## src/rtl/slice_line_reader_if.sv

```systemverilog
// Handshake bundle for slice_line_reader: ingress line stream, start/status and egress line stream.
// The parity pair exists only when SLICE_READER_PARITY_EN is defined.
interface slice_line_reader_if #(
    parameter int N  = 25,
    parameter int AW = 6
);
    logic          in_valid;
    logic [N-1:0]  in_line;
    logic          in_ready;
    logic          load_done;
    logic          start;
    logic          out_valid;
    logic [N-1:0]  out_line;
    logic [AW-1:0] out_index;
    logic          out_en;
    logic          done;
    logic          busy;
`ifdef SLICE_READER_PARITY_EN
    logic          in_par;
    logic          par_err;

    modport slave (
        input  in_valid, in_line, in_par, start, out_en,
        output in_ready, load_done, out_valid, out_line, out_index, done, busy, par_err
    );
    modport master (
        output in_valid, in_line, in_par, start, out_en,
        input  in_ready, load_done, out_valid, out_line, out_index, done, busy, par_err
    );
`else
    modport slave (
        input  in_valid, in_line, start, out_en,
        output in_ready, load_done, out_valid, out_line, out_index, done, busy
    );
    modport master (
        output in_valid, in_line, start, out_en,
        input  in_ready, load_done, out_valid, out_line, out_index, done, busy
    );
`endif
endinterface

```

## src/rtl/slice_line_reader.sv

```systemverilog
// Ingress line buffer for the permute stage: loads 64 slice lines (slice 63 first), then streams them back out.
// Optional ingress parity check enabled by defining SLICE_READER_PARITY_EN.
module slice_line_reader #(
    parameter int N     = 25,
    parameter int DEPTH = 64,
    parameter int AW    = 6
) (
    input  logic               clk,
    input  logic               rst,
    slice_line_reader_if.slave bus
);
    typedef enum logic [1:0] {
        ST_LOAD     = 2'd0,
        ST_FULL     = 2'd1,
        ST_PREFETCH = 2'd2,
        ST_STREAM   = 2'd3
    } state_t;

    localparam logic [AW-1:0] IDX_LAST = AW'(DEPTH - 1);
    localparam logic [AW-1:0] IDX_ZERO = AW'(0);
    localparam logic [AW-1:0] IDX_ONE  = AW'(1);

    state_t        state_q;
    logic [AW-1:0] wr_idx_q;
    logic [AW-1:0] rd_idx_q;
    logic [AW-1:0] wr_idx_d;
    logic [AW-1:0] rd_idx_d;
    logic          in_ready_q;
    logic          load_done_q;
    logic          out_valid_q;
    logic          done_q;
    logic          busy_q;
    logic [N-1:0]  out_line_q;
    logic [AW-1:0] out_index_q;
    logic [N-1:0]  mem [DEPTH];
    logic          wr_fire_s;
    logic          rd_fire_s;

    assign wr_fire_s = (state_q == ST_LOAD) && bus.in_valid && in_ready_q;
    assign rd_fire_s = (state_q == ST_STREAM) && out_valid_q && bus.out_en;
    assign wr_idx_d  = wr_idx_q - IDX_ONE;
    assign rd_idx_d  = rd_idx_q - IDX_ONE;

    assign bus.in_ready  = in_ready_q;
    assign bus.load_done = load_done_q;
    assign bus.out_valid = out_valid_q;
    assign bus.out_line  = out_line_q;
    assign bus.out_index = out_index_q;
    assign bus.done      = done_q;
    assign bus.busy      = busy_q;

    // Line memory write port; contents are never reset and rst suppresses a coincident write.
    always_ff @(posedge clk) begin
        if (!rst && wr_fire_s) begin
            mem[wr_idx_q] <= bus.in_line;
        end
    end

    // Control FSM; the read of the next line is issued in the accept cycle so streaming has no bubble.
    always_ff @(posedge clk) begin
        if (rst) begin
            state_q     <= ST_LOAD;
            wr_idx_q    <= IDX_LAST;
            rd_idx_q    <= IDX_LAST;
            in_ready_q  <= 1'b1;
            load_done_q <= 1'b0;
            out_valid_q <= 1'b0;
            out_line_q  <= {N{1'b0}};
            out_index_q <= IDX_LAST;
            done_q      <= 1'b0;
            busy_q      <= 1'b0;
        end else begin
            done_q <= 1'b0;
            case (state_q)
                ST_LOAD: begin
                    if (wr_fire_s) begin
                        if (wr_idx_q == IDX_ZERO) begin
                            state_q     <= ST_FULL;
                            wr_idx_q    <= IDX_LAST;
                            in_ready_q  <= 1'b0;
                            load_done_q <= 1'b1;
                        end else begin
                            wr_idx_q <= wr_idx_d;
                        end
                    end
                end
                ST_FULL: begin
                    if (bus.start) begin
                        state_q     <= ST_PREFETCH;
                        load_done_q <= 1'b0;
                        busy_q      <= 1'b1;
                    end
                end
                ST_PREFETCH: begin
                    out_line_q  <= mem[rd_idx_q];
                    out_index_q <= rd_idx_q;
                    out_valid_q <= 1'b1;
                    state_q     <= ST_STREAM;
                end
                ST_STREAM: begin
                    if (rd_fire_s) begin
                        if (rd_idx_q == IDX_ZERO) begin
                            state_q     <= ST_LOAD;
                            rd_idx_q    <= IDX_LAST;
                            out_valid_q <= 1'b0;
                            done_q      <= 1'b1;
                            in_ready_q  <= 1'b1;
                            busy_q      <= 1'b0;
                        end else begin
                            rd_idx_q    <= rd_idx_d;
                            out_line_q  <= mem[rd_idx_d];
                            out_index_q <= rd_idx_d;
                        end
                    end
                end
                default: begin
                    state_q     <= ST_LOAD;
                    wr_idx_q    <= IDX_LAST;
                    rd_idx_q    <= IDX_LAST;
                    in_ready_q  <= 1'b1;
                    load_done_q <= 1'b0;
                    out_valid_q <= 1'b0;
                    busy_q      <= 1'b0;
                end
            endcase
        end
    end

`ifdef SLICE_READER_PARITY_EN
    function automatic logic line_parity(input logic [N-1:0] line);
        return ^line;
    endfunction

    logic par_err_q;

    assign bus.par_err = par_err_q;

    // Sticky ingress parity flag, cleared when the stream completes and the block re-enters LOAD.
    always_ff @(posedge clk) begin
        if (rst) begin
            par_err_q <= 1'b0;
        end else if (rd_fire_s && (rd_idx_q == IDX_ZERO)) begin
            par_err_q <= 1'b0;
        end else if (wr_fire_s && (line_parity(bus.in_line) != bus.in_par)) begin
            par_err_q <= 1'b1;
        end
    end
`endif
endmodule

```

## src/flat_wrapper.sv

```systemverilog
// flat-port wrapper written by rule: the top's interface ports become plain ports
module slice_line_reader_flat 
#(
    parameter int N     = 25,
    parameter int DEPTH = 64,
    parameter int AW    = 6
)
  (clk, rst, bus_in_valid, bus_in_line, bus_start, bus_out_en, bus_in_ready, bus_load_done, bus_out_valid, bus_out_line, bus_out_index, bus_done, bus_busy);
  slice_line_reader_if #(.N(N), .AW(AW)) bus_i ();
  input  logic clk;
  input  logic rst;
  input wire logic [$bits(bus_i.in_valid)-1:0] bus_in_valid;
  input wire logic [$bits(bus_i.in_line)-1:0] bus_in_line;
  input wire logic [$bits(bus_i.start)-1:0] bus_start;
  input wire logic [$bits(bus_i.out_en)-1:0] bus_out_en;
  output wire logic [$bits(bus_i.in_ready)-1:0] bus_in_ready;
  output wire logic [$bits(bus_i.load_done)-1:0] bus_load_done;
  output wire logic [$bits(bus_i.out_valid)-1:0] bus_out_valid;
  output wire logic [$bits(bus_i.out_line)-1:0] bus_out_line;
  output wire logic [$bits(bus_i.out_index)-1:0] bus_out_index;
  output wire logic [$bits(bus_i.done)-1:0] bus_done;
  output wire logic [$bits(bus_i.busy)-1:0] bus_busy;
  assign bus_i.in_valid = bus_in_valid;
  assign bus_i.in_line = bus_in_line;
  assign bus_i.start = bus_start;
  assign bus_i.out_en = bus_out_en;
  assign bus_in_ready = bus_i.in_ready;
  assign bus_load_done = bus_i.load_done;
  assign bus_out_valid = bus_i.out_valid;
  assign bus_out_line = bus_i.out_line;
  assign bus_out_index = bus_i.out_index;
  assign bus_done = bus_i.done;
  assign bus_busy = bus_i.busy;
  slice_line_reader #(.N(N), .DEPTH(DEPTH), .AW(AW)) u_core (.clk(clk), .rst(rst), .bus(bus_i));
endmodule
```

## config.mk

```make
export PLATFORM = sky130hd
export DESIGN_NAME = slice_line_reader_flat
export DESIGN_NICKNAME = d
export VERILOG_FILES = /design/src/rtl/slice_line_reader_if.sv /design/src/rtl/slice_line_reader.sv /design/src/flat_wrapper.sv
export SDC_FILE = /design/constraint.sdc
export NUM_CORES = 2
export LEC_CHECK = 0
export ABC_AREA = 1
export BUFFER_PORTS_ARGS = -buffer_cell sky130_fd_sc_hd__buf_2
export CAP_MARGIN = 20
export CELL_PAD_IN_SITES_DETAIL_PLACEMENT = 2
export CELL_PAD_IN_SITES_GLOBAL_PLACEMENT = 2
export CORE_UTILIZATION = 40
export DETAILED_ROUTE_END_ITERATION = 8
export MAX_ROUTING_LAYER = met4
export PLACE_DENSITY_LB_ADDON = 0.1
export REMOVE_ABC_BUFFERS = 1
export SYNTH_ARGS = -nofsm -noshare
export SYNTH_HDL_FRONTEND = slang
export SYNTH_SLANG_ARGS = --single-unit
```

## constraint.sdc

```tcl
create_clock -name clk -period 4.6 [get_ports clk]
set_clock_uncertainty 0.15 [all_clocks]
set_input_delay 0.46 -clock clk [delete_from_list [all_inputs] [get_ports clk]]
set_output_delay 0.46 -clock clk [all_outputs]
set_load 0.05 [all_outputs]
```

After elaboration in Yosys (flattened, before gate mapping)
Memories as Yosys holds them, arrays and structs flattened. A register that Yosys moved wholly into a read port is not among the register bits. Cells that the tools add are included. Widths: inputs -> output; s select.

Flip-flop bits (word level): 50. Memory bits (writable): 1600. Bits of input ports: 30. Output and inout port bits: 36. Memories: 1.

Add/subtract/negate cells: 2. Eq/ne operators: 9. Mux-type cells: 33. Bitwise gates (word level): 2. Reduce and logical (&&, ||, !) cells: 22.

Memory list: u_core.mem (words 64, bits a word 25, read ports 2, clocked after Yosys merged registers in 1, write ports 1, RTL line slice_line_reader.sv:35) `logic [N-1:0] mem [DEPTH];`.

Operator list (number): $mux 25 (2); $pmux 25 s2 (1); $mux 6 (6); $mux 1 (13); $logic_not 6->1 (2); $pmux 6 s2 (1); $sub 6x1->6 const B (2); $mux 2 (5); $reduce_and 5->1 (2); $ne 2x2->1 const B (4); $pmux 1 s2 (4); $pmux 2 s4 (1); $reduce_and 4->1 (2); $reduce_bool 2->1 (4); $reduce_and 3->1 (2); $logic_and 1x1->1 (5); $eq 2x2->1 const B (2); $ne 2x1->1 const B (2); $reduce_and 2->1 (2); $reduce_or 3->1 (1); $eq 2x1->1 const B (1); $logic_not 2->1 (1); $not 1->1 (2); $logic_not 1->1 (1).

Depth between registers and ports, before layout
Depth in word-level cells: 6. Gate-level depth with buffers: 21.

Worst setup path before layout
OpenSTA, ideal clock, no wires.

Path kind: register -> register. Start: reg u_core.in_ready_q (netlist: u_core.bus.in_ready). End: mem u_core.mem[33][0], enable pin. Setup time: 0.438 ns. Arrival: 3.110 ns. Required time: 4.012 ns. Path slack: 0.901 ns. Stages on the path, launching flop included: 6. Period minus slack after synthesis: 3.699 ns. Cells stage by stage: dfxtp_1 -> nand3_1 -> clkbuf_1 -> nor2_1 -> inv_1 -> nor3_1.

Word-level cells in the longest chain between the ends: 4.

RTL lines: start: declaration (RTL line slice_line_reader.sv:28) `logic in_ready_q;`; start signal: assignment (RTL line slice_line_reader.sv:65) `in_ready_q <= 1'b1;`; start signal: assignment (RTL line slice_line_reader.sv:80) `in_ready_q <= 1'b0;`; start signal: assignment (RTL line slice_line_reader.sv:107) `in_ready_q <= 1'b1;`; $logic_and 1x1->1 (RTL line slice_line_reader.sv:39) `assign wr_fire_s = (state_q == ST_LOAD) && bus.in_valid && in_ready_q;`; $logic_and 1x1->1 (RTL line slice_line_reader.sv:54) `if (!rst && wr_fire_s) begin`; $mux 1 (RTL line slice_line_reader.sv:54); $mux 1 (not written as such) (RTL line slice_line_reader.sv:55) `mem[wr_idx_q] <= bus.in_line;`; end: declaration (RTL line slice_line_reader.sv:35).

No other way between the ends.

Final worst setup path
Start: reg u_core.rd_idx_q[0]. End: reg u_core.out_line_q[9] (netlist: u_core.bus.out_line[9]).

Word-level cells in the longest chain between the ends: 5. Elaborated cells on any way between the ends: 8.

RTL lines: start: declaration (RTL line slice_line_reader.sv:25) `logic [AW-1:0] rd_idx_q;`; start signal: assignment (RTL line slice_line_reader.sv:110) `rd_idx_q <= rd_idx_d;`; $sub 6x1->6 (RTL line slice_line_reader.sv:42) `assign rd_idx_d = rd_idx_q - IDX_ONE;`; $mem_v2 64x25; $mux 25 (RTL line slice_line_reader.sv:102) `if (rd_idx_q == IDX_ZERO) begin`; $mux 25 (RTL line slice_line_reader.sv:101) `if (rd_fire_s) begin`; $pmux 25 s2 (RTL line slice_line_reader.sv:74) `case (state_q)`; end signal: assignment (RTL line slice_line_reader.sv:68) `out_line_q <= {N{1'b0}};`; end signal: assignment (RTL line slice_line_reader.sv:95) `out_line_q <= mem[rd_idx_q];`; end signal: assignment (RTL line slice_line_reader.sv:111) `out_line_q <= mem[rd_idx_d];`; end: declaration (RTL line slice_line_reader.sv:33) `logic [N-1:0] out_line_q;`.

Several ways; a longest one is shown, not always the timed one. The select of a mux whose other input is x is not followed. A chain may end at the register's enable or synchronous reset.

==> results.yml <==
clock_tree:
  cts_tree: "built"
  insertion_delay_ns: 0.88
  clkSinkCount: 1656
  clk_path_buf_depth: 3
  post_cts_buffers: 0
  clockRootBuffer: "clkbuf_16"
  path_clk_slew_ns: 0.06
  h-tree-depth: 4
  cts_inserted_buffers: 191
grt:
  antenna_found_initial: 16
  grt_pass1_wl_mm: 567
  track_usage_pct: 38.3
  grt_max_degree: 168
  grt_pass1_vias: 81100
  grt-ovfl-total: 0
pwr:
  p_per_area_mw_per_mm2: 354
  power_frac_comb_pct: 2.5
  irDropWorstVdd_mv: 0.330
  pwr-share-clk_pct: 46.5
  p_switching_uw: 7370
  p_int_uw: 25300
  leakage_uw: 0.0345
  p_seq_share_pct: 51.0
  swShare_pct: 22.5
yosys:
  synth_cell_types: 35
  ys_async_sr_fraction_pct: 0
  synthFlopType: "edfxtp_1"
  synth_top_cells_by_area: "edfxtp_1, nand3_1, nand2_1"
  syn-instance-count: 9293
  syn_area_mm2: 0.0829
  ys_warn_count: 0
  yosysTopAreaCell: "edfxtp_1"
  yosysSeqAreaShare_pct: 59.3
  synth.avg_cell_area_um2: 8.92
  synth_top_area_share_pct: 58.0
  synth_edf_count: 1600
  synth_seq_cells: 1656
worst_setup_path:
  cp.arrival_ns: 4.73
  cp.required_ns: 5.23
  r2r_slack_ns: 0.50
  rr_endpoint: "u_core.bus.out_line[9]$_SDFFE_PP0P_"
  slowest_delay_ns: 0.43
  critical_path.top_delay_family: "buffers and inverters"
  r2r-start: "u_core.rd_idx_q[0]$_SDFFE_PP1P_"
  path_common_cell: "nand3_1"
  cp_slowest_cell: "inv_8"
  rr_worst_depth: 16
  critPathMaxFanout: 62
  cp_num_buf_inv: 6
  startpoint_type: "register"
  crit_chain: "inv_16, ha_1, inv_1, nand2_1, nand2_4, inv_8, buf_4, buf_4, nand3_1, nand3_1, nand3_1, nand3_1, nand2_1, inv_1, nand2_1, a21oi_1"
  worstSetupPathType: "reg -> reg"
  cp-end-kind: "register"
timing:
  hold_ws_ns: 0.0509
  slew_viol_final: 0
  finalHoldViolCount: 0
  worstMarginPinSlew_ns: 1.15
  relSlewSlack_pct: 23.3
  finalCriticalPeriod_ns: 4.10
  max_freq_mhz: 244
  finalSetupViolCount: 0
  fin_crit_sh_pct: 89.1
  fin_setup_tns_ns: 0
  rsz0062_at_grt: "false"
worst_hold_path:
  min_to: "u_core.mem[42][13]$_DFFE_PP_"
  hold_path.class: "in -> reg"
  holdPathStages: 1
  hp-start: "bus_in_line[13]"
cells_and_area:
  area_delta_synth_final_pct: 11.6
  nNetsFinal: 9152
  utilization_pct: 45.1
  final_cell_mix: "nand2_1, nand3_1, edfxtp_1"
  drive_gt1_share_pct: 7.41
  final_cell_area_mm2: 0.0925
  layout_commonest_cell: "nand2_1"
detailed_routing:
  first_pass_iters: 5
  vias: 75500
  drt_iter0_markers: 7988
  vias_per_cell: 6.31
  drc_errors: 0
  ant_nets: 0
  wirelength_mm: 395
  avgRoutedWirePerCell_um: 33.0
placed_design:
  gp_congestion: 0.867
  portBuffers: 65
  dp.final_hpwl_mm: 226
  dpl_cell_area_mm2: 0.0863
floorplanning:
  dieArea_mm2: 0.209
  start_util_pct: 40.4
  rows: 166
  io_pins: 66
  die_x_um: 457
  die_h_um: 457
  coreArea_mm2: 0.205
status:
  status: "complete, no violations"
flow_run:
  drv_cap: 0
logic make-up after synthesis:
group	count (synthesis)	synth area share [%]
AO/OA/AOI/OAI	150	0.980
XOR/XNOR	5	0.0710
adder cells (fa/ha/maj)	8	0.121
buffers and inverters	797	4.90
flip-flops	1656	59.3
AND/OR/NAND/NOR	6677	34.6
how the worst max path moves through the flow:
stage	start	endpoint	slack, ns	cells past startpoint
finish	u_core.rd_idx_q[0]$_SDFFE_PP1P_	u_core.bus.out_line[9]$_SDFFE_PP0P_	0.50	16
global route	u_core.rd_idx_q[0]$_SDFFE_PP1P_	u_core.bus.out_line[9]$_SDFFE_PP0P_	0.47	16
CTS	u_core.rd_idx_q[0]$_SDFFE_PP1P_	u_core.bus.out_line[9]$_SDFFE_PP0P_	0.62	16
detailed placement	u_core.rd_idx_q[0]$_SDFFE_PP1P_	u_core.bus.out_line[9]$_SDFFE_PP0P_	0.68	16
global placement	u_core.rd_idx_q[0]$_SDFFE_PP1P_	u_core.bus.out_line[9]$_SDFFE_PP0P_	0.68	16
floorplan	u_core.rd_idx_q[0]$_SDFFE_PP1P_	u_core.bus.out_line[18]$_SDFFE_PP0P_	-43.28	13
power groups by stage:
stage               clock, µW  sequential, µW  combinational [µW]
floorplan                   0           17000                 171
global placement            0           17000                 749
detailed placement          0           17000                 776
CTS                     15300           16700                 789
global route            15800           16700                 821
finish                  15200           16700                 804
per-layer routing:
layer | track usage (%) | up-vias | part of all wire [%]
li1 | - | 31700 | -
met1 | 47.6 | 39700 | 40
met2 | 61.4 | 3223 | 48
met3 | 5.09 | 894 | 6.8
met4 | 18.9 | 0 | 5.2
met5 | - | - | 0
cell usage after synthesis, types with 39 or more instances:
cell	n
a21oi_1	53
nand2_1	3705
clkbuf_1	193
nand3_1	2844
inv_1	67
buf_2	353
nor2_1	106
dfxtp_1	56
buf_1	39
o21ai_0	68
edfxtp_1	1600
buf_4	85
buf_6	41
what timing repair did:
action,4_1_cts,5_1_grt
endpoints found under the setup margin,0,0
resized for setup,0,0
endpoints found under the hold margin,186,0
hold buffers,11,0
per-stage QoR:
stage               setup WS (ns)  instances  power [µW]
detailed placement          0.676      11600       17800
global placement            0.678      11600       17700
CTS                         0.620      12000       32700
finish                      0.501      12000       32700
floorplan                  -43.28       8582       17200
global route                0.470      12000       33300
state kept, by name, indices dropped and copies added, names as in the netlist, named ones only:
| name | cells |
|---|---|
| u_core.bus.load_done | 1 |
| u_core.bus.done | 1 |
| u_core.bus.busy | 1 |
| u_core.wr_idx_q | 6 |
| u_core.bus.out_valid | 1 |
| u_core.state_q | 2 |
| u_core.bus.out_line | 25 |
| u_core.bus.out_index | 6 |
| u_core.bus.in_ready | 1 |
| u_core.mem | 1600 |
| u_core.rd_idx_q | 6 |
final cells by class:
cell class | instances | area (µm²)
clock inverters | 103 | 923
multi-input cells | 6840 | 30200
fillers | 21900 | 113000
well taps | 2688 | 3360
repair buffers | 339 | 3320
flip-flops and latches | 1656 | 49200
clock buffers | 246 | 5080
diodes | 12 | 30.0
inverters | 86 | 384
worst register-to-register path, stage by stage (launching register included):
cell and delay (ns):
dfxtp_4 0.42, inv_16 0.25, ha_1 0.31, inv_1 0.06
nand2_1 0.10, nand2_4 0.16, inv_8 0.43, buf_4 0.40
buf_4 0.40, nand3_1 0.17, nand3_1 0.13, nand3_1 0.39
nand3_1 0.28, nand2_1 0.07, inv_1 0.09, nand2_1 0.05
a21oi_1 0.15
(Power assumes the default switching activity.)
